<file path="src/rtl/sae_stream_ctrl.sv">
// Front-end sequencer for the sae core. Buffers a byte stream in a small FIFO and feeds the core one byte at a time.
// Each result returns downstream with its error flags. A sae response that never arrives is aborted after TIMEOUT cycles.
module sae_stream_ctrl #(
  parameter int FIFO_DEPTH = 4,
  parameter int TIMEOUT    = 8,
  parameter int CNT_W      = 16
) (
  input  logic             clk,
  input  logic             rst,
  input  logic             cfg_load,
  input  logic [1:0]       cfg_mode,
  input  logic [7:0]       cfg_key,
  input  logic             s_valid,
  input  logic [7:0]       s_data,
  input  logic             s_last,
  output logic             s_ready,
  output logic             m_valid,
  output logic [7:0]       m_data,
  output logic [3:0]       m_err,
  output logic             m_last,
  input  logic             m_ready,
  output logic [1:0]       sae_mode,
  output logic [7:0]       sae_data_input,
  output logic [7:0]       sae_key_input,
  output logic             sae_inputs_valid,
  input  logic [7:0]       sae_data_output,
  input  logic             sae_output_ready,
  input  logic             sae_err_invalid_ptxt_char,
  input  logic             sae_err_invalid_seckey,
  input  logic             sae_err_invalid_ctxt_char,
  output logic             busy,
  output logic [CNT_W-1:0] byte_count
);

  localparam int PTR_W  = (FIFO_DEPTH > 1) ? $clog2(FIFO_DEPTH) : 1;
  localparam int FCNT_W = $clog2(FIFO_DEPTH + 1);
  localparam int TMR_W  = $clog2(TIMEOUT + 1);
  localparam logic [TMR_W-1:0]  TMR_LAST = TMR_W'(TIMEOUT - 1);
  localparam logic [FCNT_W-1:0] FIFO_FULL = FCNT_W'(FIFO_DEPTH);

  typedef enum logic [1:0] {
    S_IDLE,
    S_ISSUE,
    S_WAIT,
    S_EMIT
  } state_e;

  state_e state_q, state_d;

  logic [8:0]        fifo_mem_q [FIFO_DEPTH];
  logic [PTR_W-1:0]  wr_ptr_q, rd_ptr_q;
  logic [FCNT_W-1:0] fifo_cnt_q;
  logic              fifo_empty, push, pop;
  logic [8:0]        fifo_head;

  logic [1:0]       mode_q, mode_d;
  logic [7:0]       key_q, key_d;
  logic             keygen_q, keygen_d;
  logic             last_q, last_d;
  logic [TMR_W-1:0] timer_q, timer_d;
  logic [1:0]       sae_mode_q, sae_mode_d;
  logic [7:0]       sae_data_q, sae_data_d;
  logic [7:0]       sae_key_q, sae_key_d;
  logic [7:0]       m_data_q, m_data_d;
  logic [3:0]       m_err_q, m_err_d;
  logic             m_last_q, m_last_d;
  logic [CNT_W-1:0] count_q, count_d;

  assign fifo_empty = (fifo_cnt_q == '0);
  assign fifo_head  = fifo_mem_q[rd_ptr_q];
  assign s_ready    = (fifo_cnt_q < FIFO_FULL);
  assign push       = s_valid & s_ready;
  // The keygen operation synthesises its 0x00 input, so it must not consume a FIFO entry.
  assign pop        = (state_q == S_ISSUE) & ~keygen_q;

  always_ff @(posedge clk) begin
    if (push) begin
      fifo_mem_q[wr_ptr_q] <= {s_last, s_data};
    end
  end

  always_ff @(posedge clk or posedge rst) begin
    if (rst) begin
      wr_ptr_q   <= '0;
      rd_ptr_q   <= '0;
      fifo_cnt_q <= '0;
    end else begin
      if (push) wr_ptr_q <= wr_ptr_q + PTR_W'(1);
      if (pop)  rd_ptr_q <= rd_ptr_q + PTR_W'(1);
      case ({push, pop})
        2'b10:   fifo_cnt_q <= fifo_cnt_q + FCNT_W'(1);
        2'b01:   fifo_cnt_q <= fifo_cnt_q - FCNT_W'(1);
        default: fifo_cnt_q <= fifo_cnt_q;
      endcase
    end
  end

  always_ff @(posedge clk or posedge rst) begin
    if (rst) begin
      state_q    <= S_IDLE;
      mode_q     <= 2'b00;
      key_q      <= 8'h00;
      keygen_q   <= 1'b0;
      last_q     <= 1'b0;
      timer_q    <= '0;
      sae_mode_q <= 2'b00;
      sae_data_q <= 8'h00;
      sae_key_q  <= 8'h00;
      m_data_q   <= 8'h00;
      m_err_q    <= 4'h0;
      m_last_q   <= 1'b0;
      count_q    <= '0;
    end else begin
      state_q    <= state_d;
      mode_q     <= mode_d;
      key_q      <= key_d;
      keygen_q   <= keygen_d;
      last_q     <= last_d;
      timer_q    <= timer_d;
      sae_mode_q <= sae_mode_d;
      sae_data_q <= sae_data_d;
      sae_key_q  <= sae_key_d;
      m_data_q   <= m_data_d;
      m_err_q    <= m_err_d;
      m_last_q   <= m_last_d;
      count_q    <= count_d;
    end
  end

  // The sae-facing operands are registered when ISSUE is entered, so they stay put through WAIT.
  always_comb begin
    state_d    = state_q;
    mode_d     = mode_q;
    key_d      = key_q;
    keygen_d   = keygen_q;
    last_d     = last_q;
    timer_d    = timer_q;
    sae_mode_d = sae_mode_q;
    sae_data_d = sae_data_q;
    sae_key_d  = sae_key_q;
    m_data_d   = m_data_q;
    m_err_d    = m_err_q;
    m_last_d   = m_last_q;
    count_d    = count_q;

    case (state_q)
      S_IDLE: begin
        if (cfg_load) begin
          mode_d = cfg_mode;
          key_d  = cfg_key;
          if (cfg_mode == 2'b01) begin
            state_d    = S_ISSUE;
            keygen_d   = 1'b1;
            last_d     = 1'b1;
            sae_mode_d = cfg_mode;
            sae_key_d  = cfg_key;
            sae_data_d = 8'h00;
          end
        end else if (mode_q[1] && !fifo_empty) begin
          state_d    = S_ISSUE;
          keygen_d   = 1'b0;
          last_d     = fifo_head[8];
          sae_mode_d = mode_q;
          sae_key_d  = key_q;
          sae_data_d = fifo_head[7:0];
        end
      end

      S_ISSUE: begin
        timer_d = '0;
        state_d = S_WAIT;
      end

      S_WAIT: begin
        if (sae_output_ready) begin
          m_data_d = sae_data_output;
          m_err_d  = {1'b0, sae_err_invalid_ctxt_char, sae_err_invalid_seckey,
                      sae_err_invalid_ptxt_char};
          m_last_d = last_q;
          state_d  = S_EMIT;
        end else if (timer_q == TMR_LAST) begin
          m_data_d = 8'h00;
          m_err_d  = 4'b1000;
          m_last_d = last_q;
          state_d  = S_EMIT;
        end else begin
          timer_d = timer_q + TMR_W'(1);
        end
      end

      S_EMIT: begin
        if (m_ready) begin
          count_d = count_q + CNT_W'(1);
          if (mode_q[1] && !fifo_empty) begin
            state_d    = S_ISSUE;
            keygen_d   = 1'b0;
            last_d     = fifo_head[8];
            sae_mode_d = mode_q;
            sae_key_d  = key_q;
            sae_data_d = fifo_head[7:0];
          end else begin
            state_d    = S_IDLE;
            sae_mode_d = 2'b00;
          end
        end
      end

      default: state_d = S_IDLE;
    endcase
  end

  assign sae_inputs_valid = (state_q == S_ISSUE);
  assign sae_mode         = sae_mode_q;
  assign sae_data_input   = sae_data_q;
  assign sae_key_input    = sae_key_q;
  assign m_valid          = (state_q == S_EMIT);
  assign m_data           = m_data_q;
  assign m_err            = m_err_q;
  assign m_last           = m_last_q;
  assign busy             = (state_q != S_IDLE);
  assign byte_count       = count_q;

endmodule

</file>
<file path="config.mk">
export PLATFORM = sky130hd
export DESIGN_NAME = sae_stream_ctrl
export DESIGN_NICKNAME = d
export VERILOG_FILES = /design/src/rtl/sae_stream_ctrl.sv
export SDC_FILE = /design/constraint.sdc
export NUM_CORES = 1
export LEC_CHECK = 0
export CORE_ASPECT_RATIO = 1.1
export CORE_MARGIN = 2
export CORE_UTILIZATION = 43
export CTS_CLUSTER_DIAMETER = 50
export DETAILED_ROUTE_END_ITERATION = 8
export PLACE_DENSITY = 0.79
export SLEW_MARGIN = 20
export SYNTH_ARGS = -nofsm -noshare
export SYNTH_HDL_FRONTEND = slang
export SYNTH_SLANG_ARGS = --single-unit
export TNS_END_PERCENT = 1
</file>
<file path="constraint.sdc">
create_clock -name clk -period 6.5 [get_ports clk]
set_clock_uncertainty 0.05 [all_clocks]
set_input_delay 1.3 -clock clk [delete_from_list [all_inputs] [get_ports clk]]
set_output_delay 1.3 -clock clk [all_outputs]
set_load 0.01 [all_outputs]
</file>
==> results of run 1 <==
[path summary, 6_finish.rpt]
check / from / end / slack [ns] / cells after the start
setup / recovery: cfg_load / last_q / 3.04 / 5
hold / removal: byte_count[15] / byte_count[15] / 0.42 / 1
setup reg to reg: state_q[0] / last_q / 3.73 / 6
hold reg to reg: byte_count[15] / byte_count[15] / 0.42 / 1
max in group asynchronous: rst / byte_count[13] / 4.21 / 3
min in group asynchronous: rst / m_data[0] / 1.12 / 2
[stage by stage]
| step | instances | power (mW) |
|---|---|---|
| finish | 554 | 2.64 |
| global route | 554 | 2.80 |
| global placement | 538 | 2.04 |
| floorplan | 321 | 1.70 |
| CTS | 554 | 2.66 |
| detailed placement | 538 | 2.09 |
[where the power goes]
group	internal, mW	total [mW]	switching [mW]
sequential	0.914	1.09	0.171
clock	0.309	0.565	0.256
combinational	0.542	0.985	0.444
total	1.76	2.64	0.871
[cell families (layout without fill, tap and decap cells)]
group / after synthesis / count (layout) / share of synthesized area [%]
simple gates: 69 / 69 / 8.68
xor+xnor: 21 / 21 / 3.98
mux: 34 / 34 / 10.1
compound gates: 49 / 49 / 8.55
flops: 108 / 108 / 62.3
buf+inv: 27 / 117 / 2.65
fa+ha+maj: 13 / 13 / 3.68
[flip-flops by register name (all words and copies together) (netlist names), 3 cells and up]
signal and cells:
m_data 8, key_q 8, timer_q 4, byte_count 16, m_err 4, sae_data_input 8
sae_key_input 8, fifo_mem_q 36, fifo_cnt_q 3
[cell type report]
cell class | count | area share, %
sequential | 108 | 48.7
multi-input combinational | 186 | 27.5
timing repair buffer | 87 | 14.7
clock buffer | 10 | 3.87
tap | 143 | 3.02
clock inverter | 6 | 1.35
inverter | 14 | 0.888
[cell usage after synthesis, types with 2 or more instances]
cell type,count,area share [%]
a211o_1,2,0.38
a211oi_1,2,0.32
a21oi_1,3,0.32
a22o_1,11,2.1
a2bb2oi_1,9,1.7
and2_1,8,1.1
buf_2,8,0.87
clkbuf_1,3,0.24
dfrtp_1,72,39
edfxtp_1,36,23
ha_1,12,3.2
inv_1,14,1.1
mux2_2,13,3.2
mux2i_1,12,2.6
mux4_2,9,4.4
nand2_1,12,0.97
nand2b_1,5,0.68
nand3_1,9,0.97
nand4_1,6,0.81
nor2_1,15,1.2
nor2b_1,4,0.54
o21ai_0,3,0.32
o22ai_1,8,1.1
xnor2_1,14,2.7
xor2_1,7,1.3
[critical path, delay by kind of cell]
family	cells	cell delay, ns
AND/OR/NAND/NOR	2	1.16
AO/OA/AOI/OAI	2	0.64
buffers and inverters	1	0.54
[per-layer routing]
layer / vias up / global-route usage [%] / wire, um
li1: 1343 / - / -
met3: 13 / 3.64 / 462
met5: - / 0 / 0
met4: 0 / 6.14 / 130
met1: 1466 / 22.7 / 4140
met2: 83 / 25.6 / 4290
==> impl_metrics.json, run 1 <==
{
  "status": "finished clean",
  "yosys_warnings": 0,
  "cts_made_buffers": 9,
  "critical_path_class": "in2reg",
  "syn_to_final_growth_pct": 27.9,
  "synth_seq_cells": 108,
  "fin_nets": 455,
  "wl_per_cell_um": 16.3,
  "syn_nets": 370,
  "rows": 39,
  "io_pins": 87,
  "required_ns": 6.68,
  "finalCriticalPeriod_ns": 3.46,
  "leakage_nw": 2.36,
  "post-cts-setup-buffers": 0,
  "root_buffer": "clkbuf_16",
  "async_flop_share_pct": 66.7,
  "io_buffer_count": 86,
  "fill_cells": 866,
  "clockBufferDepth": 2,
  "peakVddDrop_mv": 0.226,
  "route.detailed.drc": 0,
  "placed_area_sq_um": 5610,
  "wirelength_um": 9020,
  "dpl_worst_slack_ns": 2.72,
  "timing.setup.tns_ns": 0,
  "end_kind": "register",
  "max_stage_delay_ns": 0.78,
  "critical_path.slowest_cell": "and2_0",
  "grt_setup_unrepaired": "false",
  "cp_cell_sequence": "clkdlybuf4s50_1 -> and2_0 -> a21oi_2 -> and2_1 -> a211o_1",
  "critical_path_arrival_ns": 3.64,
  "hold_class": "reg2reg",
  "grt-ovfl-total": 0,
  "n_antenna_cell": 0,
  "layout_common_cells": "86 x clkdlybuf4s50_1, 72 x dfrtp_1, 36 x edfxtp_1",
  "synth_edf_count": 36,
  "synth_cell_type_count": 49,
  "critical_path.max_fanout": 14,
  "dieArea_sq_um": 11600,
  "place_congestion": 0.795,
  "netlist_area_sq_um": 4630,
  "via_per_inst": 5.24,
  "hold_viol_final": 0,
  "worst_pin_slew_ns": 0.950,
  "synth.avg_cell_area_sq_um": 14.4,
  "antenna_found_initial": 0,
  "worst_slack_ns": 3.04,
  "cts_hold_buf": 0,
  "grt_max_degree": 64,
  "drive_above_1_share_pct": 11.9,
  "period_share_pct": 53.2,
  "htree_num_levels": 3,
  "final_core_util_pct": 56.7,
  "slew_headroom_pct": 36.6,
  "cellPowerDensity_nw_per_um2": 445,
  "dp_hpwl_um": 6400,
  "final_common_cell": "clkdlybuf4s50_1",
  "grt_use_total_pct": 16.5,
  "grt_pass1_wl_um": 14800,
  "synth_flop_cell": "dfrtp_1",
  "hold_slack_ns": 0.420,
  "multi_input_area_sq_um": 1630,
  "core_sq_um": 10400,
  "dieHeight_um": 113,
  "clk_pin_slew_ns": 0.07,
  "vias": 2905,
  "worstSetupStartpointType": "input pin",
  "maxCapViolCount": 0,
  "cts_tree": "built",
  "drt.antenna.violating_nets": 0,
  "drt_first_pass_iters": 4,
  "syn-instance-count": 321,
  "die_w_um": 103,
  "finalSetupViolCount": 0,
  "initial_core_util_pct": 44.3,
  "grt_pass1_vias": 2943,
  "seq_area_frac_synth_pct": 62.3,
  "drt_iter0_drc": 171,
  "fmax_ghz": 0.289,
  "clock-sinks": 108,
  "worstSkewPairLatency_ns": 0.35,
  "regArea_sq_um": 2880,
  "final_area_sq_um": 5920,
  "cts_resized": 0,
  "slew_viol_final": 0
}
No activity file was read; power rests on OpenSTA's default activity.
==> inputs of run 2 (changes only) <==
--- a/config.mk
+++ b/config.mk
@@ -10,7 +10,7 @@
 export CORE_UTILIZATION = 43
 export CTS_CLUSTER_DIAMETER = 50
 export DETAILED_ROUTE_END_ITERATION = 8
-export PLACE_DENSITY = 0.79
+export PLACE_DENSITY = 0.82
 export SLEW_MARGIN = 20
 export SYNTH_ARGS = -nofsm -noshare
 export SYNTH_HDL_FRONTEND = slang
==> constraint.sdc (replaced) <==
create_clock -name clk -period 3.1 [get_ports clk]
set_clock_uncertainty 0.05 [all_clocks]
set_input_delay 0.62 -clock clk [delete_from_list [all_inputs] [get_ports clk]]
set_output_delay 0.62 -clock clk [all_outputs]
set_load 0.01 [all_outputs]
==> impl_metrics.json, run 2 (synthesis gave the netlist of run 1 again) <==
{
  "status": "finished clean",
  "fin_nets": 458,
  "cts_resized": 0,
  "grt_pass1_vias": 3037,
  "antenna_found_initial": 0,
  "htree_num_levels": 3,
  "grt-ovfl-total": 0,
  "worstSetupStartpointType": "register",
  "slew_headroom_pct": 54.2,
  "cts_made_buffers": 9,
  "io_buffer_count": 86,
  "core_sq_um": 10400,
  "via_per_inst": 5.16,
  "worstSkewPairLatency_ns": 0.35,
  "clock-sinks": 108,
  "maxCapViolCount": 0,
  "final_common_cell": "clkdlybuf4s50_1",
  "rows": 39,
  "post-cts-setup-buffers": 0,
  "required_ns": 2.43,
  "n_antenna_cell": 0,
  "end_kind": "output port",
  "timing.setup.tns_ns": 0,
  "slew_viol_final": 0,
  "largest_register_ffs": 36,
  "clockBufferDepth": 2,
  "max_stage_delay_ns": 0.63,
  "layout_common_cells": "86 x clkdlybuf4s50_1, 72 x dfrtp_1, 36 x edfxtp_1",
  "initial_core_util_pct": 44.3,
  "place_congestion": 0.816,
  "critical_path_class": "reg2out",
  "route.detailed.drc": 0,
  "worst_pin_slew_ns": 0.687,
  "io_pins": 87,
  "dp_hpwl_um": 6450,
  "cp_cell_sequence": "ha_1 -> clkdlybuf4s50_1",
  "fmax_ghz": 0.393,
  "fin_total_pwr_mw": 5.56,
  "root_buffer": "clkbuf_16",
  "clk_pin_slew_ns": 0.07,
  "hold_slack_ns": 0.434,
  "wl_per_cell_um": 16.2,
  "grt_pass1_wl_um": 15300,
  "wirelength_um": 9030,
  "peakVddDrop_mv": 0.486,
  "hold_viol_final": 0,
  "cts_tree": "built",
  "grt_setup_unrepaired": "false",
  "critical_path.slowest_cell": "clkdlybuf4s50_1",
  "finalSetupViolCount": 0,
  "cts_hold_buf": 0,
  "drt_iter0_drc": 171,
  "drt.antenna.violating_nets": 0,
  "r2r_setup_slack_ns": 0.82,
  "period_share_pct": 82.1,
  "cellPowerDensity_nw_per_um2": 934,
  "finalCriticalPeriod_ns": 2.55,
  "drt_first_pass_iters": 4,
  "regMostFlops": "fifo_mem_q",
  "drive_above_1_share_pct": 12.8,
  "dieArea_sq_um": 11600,
  "critical_path.max_fanout": 12,
  "hold_class": "reg2reg",
  "syn_to_final_growth_pct": 28.8,
  "vias": 2873,
  "grt_max_degree": 50,
  "critical_path_arrival_ns": 1.88,
  "leakage_nw": 2.39,
  "grt_use_total_pct": 17.2,
  "dieHeight_um": 113,
  "die_w_um": 103
}
run 2: final timing paths:
kind	to	depth (start not counted)	from
max reg2reg	fifo_cnt_q[2]	9	state_q[1]
max	m_valid	2	state_q[1]
min reg2reg	keygen_q	1	keygen_q
min	keygen_q	1	keygen_q
max in group asynchronous	byte_count[6]	3	rst
min in group asynchronous	m_err[1]	2	rst
run 2: power breakdown:
group	internal, mW	leakage (nW)	switching (mW)	total, mW
clock network	0.648	0.152	0.540	1.19
registers	1.92	1.22	0.354	2.27
logic	1.16	1.02	0.944	2.11
total	3.73	2.39	1.84	5.56
run 2: metal layers:
metal | part of all wire, % | routed length (um) | vias to the layer above | track usage, %
met5 | 0 | 0 | - | 0
met2 | 49 | 4470 | 75 | 27.4
li1 | - | - | 1349 | -
met4 | 2.5 | 227 | 0 | 7.89
met3 | 4.0 | 361 | 23 | 3.64
met1 | 44 | 3970 | 1426 | 22.6
run 2: metrics by stage:
stage / area, sq um / instances / utilization (%) / setup WS [ns]
2_1_floorplan: 4630 / 321 / - / 0.605
5_1_grt: 5960 / 557 / 57.0 / 0.420
3_3_place_gp: 5640 / 541 / 54.0 / 0.644
3_5_place_dp: 5640 / 541 / 54.0 / 0.517
4_1_cts: 5960 / 557 / 57.0 / 0.543
6_report: 5960 / 557 / 57.0 / 0.554
run 2: final cells by class:
type,instances,area [sq um]
Inverter,14,52.6
Fill cell,866,4490
Clock inverter,7,88.8
Clock buffer,9,225
Tap cell,143,179
Timing Repair Buffer,90,903
Sequential cell,108,2880
Multi-Input combinational cell,186,1630
run 2: worst max-delay path: cells and delay by family, from the launching register on:
kind / cells / cell delay (ns)
adder cells (fa/ha/maj): 1 / 0.49
buffers and inverters: 1 / 0.63
flip-flops: 1 / 0.41
==> inputs of run 3 (changes only) <==
==> constraint.sdc (replaced) <==
create_clock -name clk -period 2.2 [get_ports clk]
set_clock_uncertainty 0.05 [all_clocks]
set_input_delay 0.44 -clock clk [delete_from_list [all_inputs] [get_ports clk]]
set_output_delay 0.44 -clock clk [all_outputs]
set_load 0.01 [all_outputs]
==> impl_metrics.json, run 3 (synthesis gave the netlist of run 1 again) <==
{
  "status": "finished clean",
  "fin_nets": 479,
  "antenna_found_initial": 0,
  "maxCapViolCount": 0,
  "grt_pass1_vias": 3071,
  "critical_path_arrival_ns": 1.60,
  "grt_use_met2_pct": 27.1,
  "regMostFlops": "fifo_mem_q",
  "grt_max_degree": 25,
  "critical_path_class": "reg2out",
  "peakVddDrop_mv": 0.705,
  "dieHeight_um": 113,
  "htree_num_levels": 3,
  "place_congestion": 0.823,
  "busiest_layer": "met2",
  "wl_per_cell_um": 16.0,
  "end_kind": "output port",
  "cp_cell_sequence": "inv_2 -> ha_2 -> buf_4 -> clkdlybuf4s50_1",
  "fmax_ghz": 0.478,
  "final_core_util_pct": 58.6,
  "grtUsageMet1_pct": 22.8,
  "layout_common_cells": "84 x clkdlybuf4s50_1, 72 x dfrtp_1, 36 x edfxtp_1",
  "initial_core_util_pct": 44.3,
  "grt_use_met3_pct": 4.20,
  "finalSetupViolCount": 0,
  "io_buffer_count": 86,
  "period_share_pct": 95.2,
  "n_antenna_cell": 0,
  "largest_register_ffs": 36,
  "slew_headroom_pct": 62.0,
  "r2r_setup_slack_ns": 0.23,
  "required_ns": 1.71,
  "cellPowerDensity_nw_per_um2": 1290,
  "clockBufferDepth": 2,
  "grt_use_total_pct": 17.0,
  "critical_path.max_fanout": 3,
  "worst_pin_slew_ns": 0.569,
  "grt_pass1_wl_um": 15400,
  "hold_slack_ns": 0.445,
  "root_buffer": "clkbuf_16",
  "drive_above_1_share_pct": 17.7,
  "vias": 2956,
  "drt_first_pass_iters": 4,
  "leakage_nw": 2.49,
  "cts_tree": "built",
  "worstSkewPairLatency_ns": 0.34,
  "dieArea_sq_um": 11600,
  "grt-ovfl-total": 0,
  "dpl_worst_slack_ns": -0.00405,
  "drt.antenna.violating_nets": 0,
  "syn_to_final_growth_pct": 32.4,
  "rr_startpoint": "state_q[1]",
  "wirelength_um": 9240,
  "clock-sinks": 108,
  "via_per_inst": 5.11,
  "crit_start": "state_q[1]",
  "hold_class": "in2async",
  "die_w_um": 103,
  "cts_resized": 4,
  "slew_viol_final": 0,
  "fill_cells": 834,
  "worst_slack_ns": 0.106,
  "drt_iter0_drc": 130,
  "cts_made_buffers": 9,
  "worstSetupStartpointType": "register",
  "grt_setup_unrepaired": "false",
  "final_common_cell": "clkdlybuf4s50_1",
  "rows": 39,
  "cts_hold_buf": 0,
  "max_stage_delay_ns": 0.52,
  "core_sq_um": 10400,
  "clk_pin_slew_ns": 0.08,
  "dp_hpwl_um": 6800,
  "route.detailed.drc": 0,
  "critical_path.slowest_cell": "clkdlybuf4s50_1",
  "hold_viol_final": 0,
  "post-cts-setup-buffers": 0,
  "finalCriticalPeriod_ns": 2.09,
  "io_pins": 87
}
-- run 3: changes by cell type in the layout (fill, tap and decap cells not counted), moves of 2 or more --
cell / previous run / this run
dlygate4sd2_1: 0 / 2
buf_4: 3 / 22
ha_2: 0 / 2
ha_1: 12 / 10
clkdlybuf4s50_1: 86 / 84
-- run 3: worst max-delay path: cells and delay by family, from the launching register on --
kind       cells  cell delay (ns)
buf+inv        3             0.69
flops          1             0.39
fa+ha+maj      1             0.18
-- run 3: layout make-up --
type	count	area [sq um]	share of cell area (%)
clock buffer	9	225	3.68
clock inverter	7	72.6	1.19
inverter	14	56.3	0.919
multi-input combinational	186	1630	26.7
sequential	108	2880	47.1
tap	143	179	2.92
timing repair buffer	111	1070	17.6
-- run 3: where the power goes --
part	switching (mW)	internal (mW)	leakage, nW	total [mW]
Combinational	1.39	1.77	1.13	3.16
Sequential	0.470	2.70	1.22	3.17
Clock	0.775	0.804	0.143	1.58
Total	2.64	5.28	2.49	7.91
-- run 3: metrics by stage --
stage / instance area [sq um] / TNS, ns / total power [mW] / cells
finish: 6120 / 0 / 7.91 / 578
global route: 6120 / 0 / 8.44 / 578
CTS: 6110 / 0 / 7.99 / 578
detailed placement: 5810 / -0.00405 / 6.39 / 562
global placement: 5810 / 0 / 6.24 / 562
floorplan: 4630 / 0 / 5.02 / 321
-- run 3: path summary, 6_finish.rpt --
check / endpoint / cells after the start
max in group asynchronous: sae_data_input[1] / 3
setup / recovery: sae_inputs_valid / 4
setup reg to reg: fifo_cnt_q[2] / 9
min in group clk: byte_count[15] / 1
hold / removal: m_data[1] / 2
hold reg to reg: byte_count[15] / 1
-- run 3: layer usage --
layer  share of wire (%)  routed length [um]
met3                 4.0                 368
met1                  43                3990
met2                  51                4720
met5                   0                   0
met4                 1.8                 163
